$ cat config.mk
export PLATFORM = sky130hd
export DESIGN_NAME = qqspi_arbiter
export DESIGN_NICKNAME = d
export VERILOG_FILES = /design/src/rtl/qqspi_arb_pkg.sv /design/src/rtl/qqspi_arbiter_rr2.sv /design/src/rtl/qqspi_arbiter.sv
export SDC_FILE = /design/constraint.sdc
export NUM_CORES = 1
export LEC_CHECK = 0
export CORE_AREA = 2 2 153 155
export DETAILED_ROUTE_END_ITERATION = 10
export DIE_AREA = 0 0 155 157
export PLACE_DENSITY = 0.55
export SYNTH_ARGS = -nofsm -noshare
export SYNTH_HDL_FRONTEND = slang
export SYNTH_SLANG_ARGS = --single-unit
$ cat constraint.sdc
create_clock -name clk -period 4.1 [get_ports clk]
set_input_delay 0.82 -clock clk [delete_from_list [all_inputs] [get_ports clk]]
set_output_delay 0.82 -clock clk [all_outputs]
set_load 0.005 [all_outputs]
$ cat src/rtl/qqspi_arb_pkg.sv
// Shared types and constants for the two-master qqspi arbiter.
// Holds the FSM state encoding, master indices and the round-robin pick rule.
package qqspi_arb_pkg;

  typedef enum logic [1:0] {
    ST_IDLE  = 2'd0,
    ST_BUSY  = 2'd1,
    ST_DRAIN = 2'd2
  } arb_state_e;

  localparam logic M0 = 1'b0;
  localparam logic M1 = 1'b1;

  localparam int CS_NOR      = 0;
  localparam int CS_PSRAM_LO = 1;
  localparam int CS_PSRAM_HI = 2;

  // Winner index: sole requester, or the master that did not win last time.
  function automatic logic rr_pick(input logic [1:0] req, input logic last);
    if (req == 2'b11) begin
      return ~last;
    end
    return req[1];
  endfunction

endpackage

$ cat src/rtl/qqspi_arbiter_rr2.sv
// Combinational 2-way round-robin picker: one-hot grant plus an any-request flag.
import qqspi_arb_pkg::*;

module arb_rr2 (
  input  logic [1:0] req,
  input  logic       last,
  output logic [1:0] gnt,
  output logic       any
);

  logic winner;

  always_comb begin
    winner = rr_pick(req, last);
    any    = |req;
    gnt    = 2'b00;
    if (any) begin
      gnt[winner] = 1'b1;
    end
  end

endmodule

$ cat src/rtl/qqspi_arbiter.sv
// Two-master arbiter in front of the qqspi controller: IDLE/BUSY/DRAIN FSM with a registered payload.
// Optional performance counters are built when QQSPI_ARB_PERF_EN is defined.
import qqspi_arb_pkg::*;

module qqspi_arbiter #(
  parameter int ADDR_WIDTH = 23,
  parameter int CS_WIDTH   = 3,
  parameter int CNT_WIDTH  = 32
) (
  input  logic                  clk,
  input  logic                  rst,
  input  logic                  m0_valid,
  output logic                  m0_ready,
  input  logic [ADDR_WIDTH-1:0] m0_addr,
  input  logic [31:0]           m0_wdata,
  input  logic [3:0]            m0_wstrb,
  input  logic                  m0_psram,
  input  logic [CS_WIDTH-1:0]   m0_ce_ctrl,
  output logic [31:0]           m0_rdata,
  input  logic                  m1_valid,
  output logic                  m1_ready,
  input  logic [ADDR_WIDTH-1:0] m1_addr,
  input  logic [31:0]           m1_wdata,
  input  logic [3:0]            m1_wstrb,
  input  logic                  m1_psram,
  input  logic [CS_WIDTH-1:0]   m1_ce_ctrl,
  output logic [31:0]           m1_rdata,
  output logic                  s_valid,
  input  logic                  s_ready,
  output logic [ADDR_WIDTH-1:0] s_addr,
  output logic [31:0]           s_wdata,
  output logic [3:0]            s_wstrb,
  output logic                  s_psram,
  output logic [CS_WIDTH-1:0]   s_ce_ctrl,
  input  logic [31:0]           s_rdata,
  input  logic                  perf_clr,
  output logic [CNT_WIDTH-1:0]  perf_m0_cnt,
  output logic [CNT_WIDTH-1:0]  perf_m1_cnt,
  output logic [CNT_WIDTH-1:0]  perf_wait_cnt
);

  arb_state_e            state_q, state_d;
  logic                  owner_q, owner_d;
  logic                  last_q, last_d;
  logic                  s_valid_q, s_valid_d;
  logic [ADDR_WIDTH-1:0] addr_q, addr_d;
  logic [31:0]           wdata_q, wdata_d;
  logic [3:0]            wstrb_q, wstrb_d;
  logic                  psram_q, psram_d;
  logic [CS_WIDTH-1:0]   ce_q, ce_d;

  logic [1:0] gnt;
  logic       any_req;
  logic       done;

  arb_rr2 u_rr (
    .req  ({m1_valid, m0_valid}),
    .last (last_q),
    .gnt  (gnt),
    .any  (any_req)
  );

  always_comb begin
    state_d   = state_q;
    owner_d   = owner_q;
    last_d    = last_q;
    s_valid_d = s_valid_q;
    addr_d    = addr_q;
    wdata_d   = wdata_q;
    wstrb_d   = wstrb_q;
    psram_d   = psram_q;
    ce_d      = ce_q;
    done      = 1'b0;
    case (state_q)
      ST_IDLE: begin
        if (any_req) begin
          owner_d   = gnt[1];
          last_d    = gnt[1];
          s_valid_d = 1'b1;
          state_d   = ST_BUSY;
          if (gnt[1]) begin
            addr_d  = m1_addr;
            wdata_d = m1_wdata;
            wstrb_d = m1_wstrb;
            psram_d = m1_psram;
            ce_d    = m1_ce_ctrl;
          end else begin
            addr_d  = m0_addr;
            wdata_d = m0_wdata;
            wstrb_d = m0_wstrb;
            psram_d = m0_psram;
            ce_d    = m0_ce_ctrl;
          end
        end
      end
      ST_BUSY: begin
        if (s_ready) begin
          done      = 1'b1;
          s_valid_d = 1'b0;
          state_d   = ST_DRAIN;
        end
      end
      ST_DRAIN: begin
        // Owner drops its valid here; waiting master is picked up next IDLE.
        state_d = ST_IDLE;
      end
      default: begin
        state_d   = ST_IDLE;
        s_valid_d = 1'b0;
      end
    endcase
  end

  always_ff @(posedge clk) begin
    if (rst) begin
      state_q   <= ST_IDLE;
      owner_q   <= M0;
      last_q    <= M1;
      s_valid_q <= 1'b0;
      addr_q    <= '0;
      wdata_q   <= '0;
      wstrb_q   <= '0;
      psram_q   <= 1'b0;
      ce_q      <= '0;
    end else begin
      state_q   <= state_d;
      owner_q   <= owner_d;
      last_q    <= last_d;
      s_valid_q <= s_valid_d;
      addr_q    <= addr_d;
      wdata_q   <= wdata_d;
      wstrb_q   <= wstrb_d;
      psram_q   <= psram_d;
      ce_q      <= ce_d;
    end
  end

  // Completion is returned combinationally, only to the owner.
  assign m0_ready  = done && (owner_q == M0);
  assign m1_ready  = done && (owner_q == M1);
  assign m0_rdata  = m0_ready ? s_rdata : '0;
  assign m1_rdata  = m1_ready ? s_rdata : '0;

  assign s_valid   = s_valid_q;
  assign s_addr    = addr_q;
  assign s_wdata   = wdata_q;
  assign s_wstrb   = wstrb_q;
  assign s_psram   = psram_q;
  assign s_ce_ctrl = ce_q;

`ifdef QQSPI_ARB_PERF_EN
  logic [CNT_WIDTH-1:0] m0_cnt_q, m0_cnt_d;
  logic [CNT_WIDTH-1:0] m1_cnt_q, m1_cnt_d;
  logic [CNT_WIDTH-1:0] wait_cnt_q, wait_cnt_d;
  logic                 wait_hit;

  always_comb begin
    wait_hit   = (state_q != ST_IDLE) && ((owner_q == M0) ? m1_valid : m0_valid);
    m0_cnt_d   = m0_cnt_q;
    m1_cnt_d   = m1_cnt_q;
    wait_cnt_d = wait_cnt_q;
    if (perf_clr) begin
      m0_cnt_d   = '0;
      m1_cnt_d   = '0;
      wait_cnt_d = '0;
    end else begin
      if (m0_ready && (m0_cnt_q != '1)) m0_cnt_d = m0_cnt_q + CNT_WIDTH'(1);
      if (m1_ready && (m1_cnt_q != '1)) m1_cnt_d = m1_cnt_q + CNT_WIDTH'(1);
      if (wait_hit && (wait_cnt_q != '1)) wait_cnt_d = wait_cnt_q + CNT_WIDTH'(1);
    end
  end

  always_ff @(posedge clk) begin
    if (rst) begin
      m0_cnt_q   <= '0;
      m1_cnt_q   <= '0;
      wait_cnt_q <= '0;
    end else begin
      m0_cnt_q   <= m0_cnt_d;
      m1_cnt_q   <= m1_cnt_d;
      wait_cnt_q <= wait_cnt_d;
    end
  end

  assign perf_m0_cnt   = m0_cnt_q;
  assign perf_m1_cnt   = m1_cnt_q;
  assign perf_wait_cnt = wait_cnt_q;
`else
  logic unused_perf_clr;
  assign unused_perf_clr = perf_clr;
  assign perf_m0_cnt     = '0;
  assign perf_m1_cnt     = '0;
  assign perf_wait_cnt   = '0;
`endif

endmodule

After elaboration in Yosys (flattened, before gate mapping):

Cells that the tools add are included.

* multiplexer cells: 21
* magnitude comparators: 2
* reduce and logical (&&, ||, !) cells: 8
* bitwise gates (word level): 3
* eq/ne operators: 5

Operators with widths (number)
* 32-bit two-way mux: 3
* 23-bit two-way mux: 1
* 1-bit two-way mux: 9
* 2-bit two-way mux: 3
* 2-bit == test, second input constant: 2
* 4-bit two-way mux: 1
* 2-bit inequality test, second input constant: 2
* 2-bit case mux with 2 select lines: 1
* 2-bit AND reduction: 2
* 1-bit logical AND: 3
* 3-bit two-way mux: 1
* 1-bit NOT: 3
* 1-bit case mux with 3 select lines: 1
* 3-bit AND reduction: 1
* 2-bit by 1-bit == test with 1-bit output, second input constant: 1
* 2-bit zero test: 1
* 1-bit by 2-bit < comparator with 1-bit output, second input constant: 1
* 2-bit OR reduction: 1
* 1-bit demux with 1-bit select: 1
* 1-bit greater-or-equal comparator, second input constant: 1

* input port bits: 164
* output and inout port bits: 226
* flip-flop bits (word level): 68

Longest topological paths before layout:

* depth in word-level cells: 9
* depth in mapped cells: 6

By module:

A second synthesis with hierarchy kept.

* cell total of the unflattened synthesis: 407
* area, all modules: 4181.5 µm²

Modules (own cells, without submodules)
* qqspi_arbiter: instances 1, seq. area each 1361.3 µm², cells each 403, area an instance 4156.5 µm²
* arb_rr2: instances 1, seq. area each 0.0 µm², cells each 4, area an instance 25.0 µm²

Worst setup path before layout:

Ideal clock, no wire load.

* path kind: input to output
* start point: in s_ready
* end point: out m0_rdata[22]
* required time: 3.280 ns
* path slack: 1.750 ns
* data arrival time: 1.530 ns
* path buffers: 1
* cell stages on the path: 4
* path through: nand3b_1 > nor2_1 > clkbuf_1 > and2_1

* word-level cells in the longest chain between the ends: 4

Ends and longest elaborated chain
* start: declaration: line qqspi_arbiter.sv:29 `input logic s_ready,`
* 1-bit two-way mux: line qqspi_arbiter.sv:97 `if (s_ready) begin`
* 1-bit two-way mux: line qqspi_arbiter.sv:74 `case (state_q)`
* 1-bit logical AND: line qqspi_arbiter.sv:139 `assign m0_ready = done && (owner_q == M0);`
* net m0_ready: line qqspi_arbiter.sv:13 `output logic m0_ready,`
* 32-bit two-way mux: line qqspi_arbiter.sv:141 `assign m0_rdata = m0_ready ? s_rdata : '0;`
* end: declaration: line qqspi_arbiter.sv:19 `output logic [31:0] m0_rdata,`

The timed path passes the listed nets, and every way through them passes these cells.

Worst setup path in the final report:

* start point: in s_ready
* end point: out m0_rdata[10]

* word-level cells in the longest chain between the ends: 4

Ends and longest elaborated chain (line)
* 1-bit two-way mux: qqspi_arbiter.sv:97
* 1-bit two-way mux: qqspi_arbiter.sv:74
* 1-bit logical AND: qqspi_arbiter.sv:139
* 32-bit two-way mux: qqspi_arbiter.sv:141

Every way passes these cells.

==> flow_metrics.tcl <==
set metrics [dict create \
    outcome "finished, final reports clean" \
    layout_min_cycle_time_ns 3.40 \
    drive_above_1_share_pct 10.9 \
    r2r-end "s_wstrb[3]" \
    grt-ovfl-total 0 \
    yosys_register_bits 68 \
    setup_violations 0 \
    diodes 0 \
    arrival_ns 2.58 \
    cp-end-kind "output pin" \
    synth_cell_types 26 \
    firstDrtPassIters 4 \
    worst_pin_slew_ns 0.978 \
    hold_viol_final 0 \
    r2r_start "state_q[1]" \
    vias 4553 \
    yosysWarnings 0 \
    num_rows 55 \
    yosysSeqAreaShare_pct 29.6 \
    routedWlPerCell_um 15.9 \
    dp_hpwl_um 12800 \
    irDropWorstVdd_v 0.000199 \
    cts_setup_buffers 0 \
    postRouteAntennaNets 0 \
    clkLatencyLatePin_ns 0.33 \
    finalMaxSlewViolations 0 \
    r2r_slack_ns 1.95 \
    crit_required_ns 3.28 \
    htree_levels 3 \
    routabilityCongestion 0.701 \
    startpoint_type "primary input" \
    netlist_area_um2 4600 \
    area_growth_pct 66.5 \
    whs_endpoint "s_wdata[21]" \
    nFillCells 2345 \
    viasPerCell 4.12 \
    drc 0 \
    power_density_nw_per_um2 304 \
    grt_pass1_vias 4288 \
    cts_buffer_depth 2 \
    core_region_area_um2 22500 \
    port_buffers 292 \
    hold_buffers 0 \
    finalSetupTns_ns 0 \
    cp_max_fo 33 \
    worstHoldPathType "reg -> reg" \
    cts_resized 0 \
    grtUsageTotal_pct 13.6 \
    max_freq_ghz 0.295 \
    avgSynthCellArea_um2 8.31 \
    min_path_cells 2 \
    grt_max_degree 60 \
    synthCells 553 \
    root_buffer "clkbuf_16" \
    critPathKind "in -> out" \
    min_from "s_wdata[21]" \
    holdWs_ns 0.517 \
    dieArea_um2 24300 \
    max_slew_margin_pct 34.8 \
    drt_iter0_drc 179 \
    clock-sinks 68 \
    total_leakage_power_uw 0.00292 \
    grt_pass1_wl_um 25400 \
    fin_skew_ns 0.00552 \
    rsz0062_at_grt "no" \
    reg2regPathDepth 4 \
    maxCapViolations 0 \
    fin_nets 979 \
    start_util_pct 20.4 \
    routed_wirelength_um 17600 \
    cts_made_buffers 9 \
    die_x_um 155 \
    utilization_pct 34.0 \
    cts_tree "built" \
    antenna_found_initial 0 \
    die_y_um 157 \
    period_share_pct 82.8 \
    clk_pin_slew_worst_paths_ns 0.05 \
    floorplan.io_pins 390 \
]
where the power goes:
part           switching [uW]  total, uW  internal (uW)
Clock                     310        781            471
Sequential               43.0        783            740
Combinational             343        762            420
worst max-delay path, stage by stage:
cell	delay [ns]
clkdlybuf4s50_1	0.51
nand3b_1	0.13
nor2_1	0.11
buf_4	0.29
and2_1	0.20
clkdlybuf4s50_1	0.50
worst max path at each step:
stage	slack, ns	cells after the start	endpoint	startpoint
6_report	0.70	6	m0_rdata[10]	s_ready
5_1_grt	0.55	6	m1_rdata[2]	s_ready
4_1_cts	0.68	6	m0_rdata[10]	s_ready
3_5_place_dp	0.69	6	m0_rdata[10]	s_ready
3_3_place_gp	0.69	6	m0_rdata[10]	s_ready
2_1_floorplan	1.75	4	m0_rdata[22]	s_ready
metrics by stage:
stage	instances	instance area (um2)	setup WS [ns]	total power, uW
2_1_floorplan	648	4950	1.75	1210
3_3_place_gp	1089	7360	0.688	1560
3_5_place_dp	1089	7360	0.693	1570
4_1_cts	1105	7650	0.682	2370
5_1_grt	1105	7650	0.555	2460
6_report	1105	7650	0.705	2330
cells in the mapped netlist (all sizes together):
cell type / number / share of area [%]
and2: 65 / 8.9
nor3: 1 / 0.11
a311oi: 63 / 20
nand3: 1 / 0.11
dfxtp: 68 / 30
clkbuf: 27 / 2.2
a31oi: 1 / 0.14
a21oi: 66 / 7.2
buf: 118 / 19
a21o: 1 / 0.16
inv: 2 / 0.16
nor3b: 1 / 0.16
nor2: 5 / 0.46
nand3b: 1 / 0.16
or2: 1 / 0.14
o21ai: 1 / 0.11
conb: 1 / 0.082
nand2: 127 / 10
o21a: 1 / 0.16
a21boi: 1 / 0.41
a21bo: 1 / 0.22
sequential cells by signal, indices dropped and copies added (netlist names):
| name | flops |
|---|---|
| s_psram | 1 |
| state_q | 2 |
| last_q | 1 |
| s_ce_ctrl | 3 |
| s_wstrb | 4 |
| owner_q | 1 |
| s_valid | 1 |
| s_addr | 23 |
| s_wdata | 32 |
area by class of cell:
class                      instances  area (um2)  share of cell area (%)
tap                              285         357                    4.66
clock inverter                     6        65.1                   0.850
timing repair buffer             301        3030                    39.5
inverter                           2        7.51                  0.0981
multi-input combinational        433        2610                    34.1
clock buffer                      10         229                    2.99
sequential                        68        1360                    17.8
per-layer routing:
metal	GRT usage (%)	up-vias	part of all wire, %
met3	3.06	11	5.8
met1	18.2	2135	45
met5	0	-	0
met4	3.53	0	1.0
met2	22.0	180	48
li1	-	2227	-
cell usage in the layout (no fill, tap or decap), types with 2 or more instances in the layout:
cell	netlist	layout
conb_1	1	96
nand2_1	127	127
inv_1	2	2
and2_1	64	64
dfxtp_1	68	68
a311oi_1	4	4
clkdlybuf4s50_1	0	291
clkinv_4	0	2
a311oi_2	59	59
buf_4	98	7
a21oi_1	66	66
nor2_1	4	4
clkinv_2	0	2
buf_12	0	3
clkbuf_16	0	9
cell families (layout without fill, tap and decap cells):
family,count (synthesis),count (layout),share of synthesized area (%)
AND/OR/NAND/NOR,202,202,20.4
buffers and inverters,147,319,21.5
AO/OA/AOI/OAI,135,135,28.4
flip-flops,68,68,29.6
other,1,96,0.0816
No activity file was read; power rests on OpenSTA's default activity.
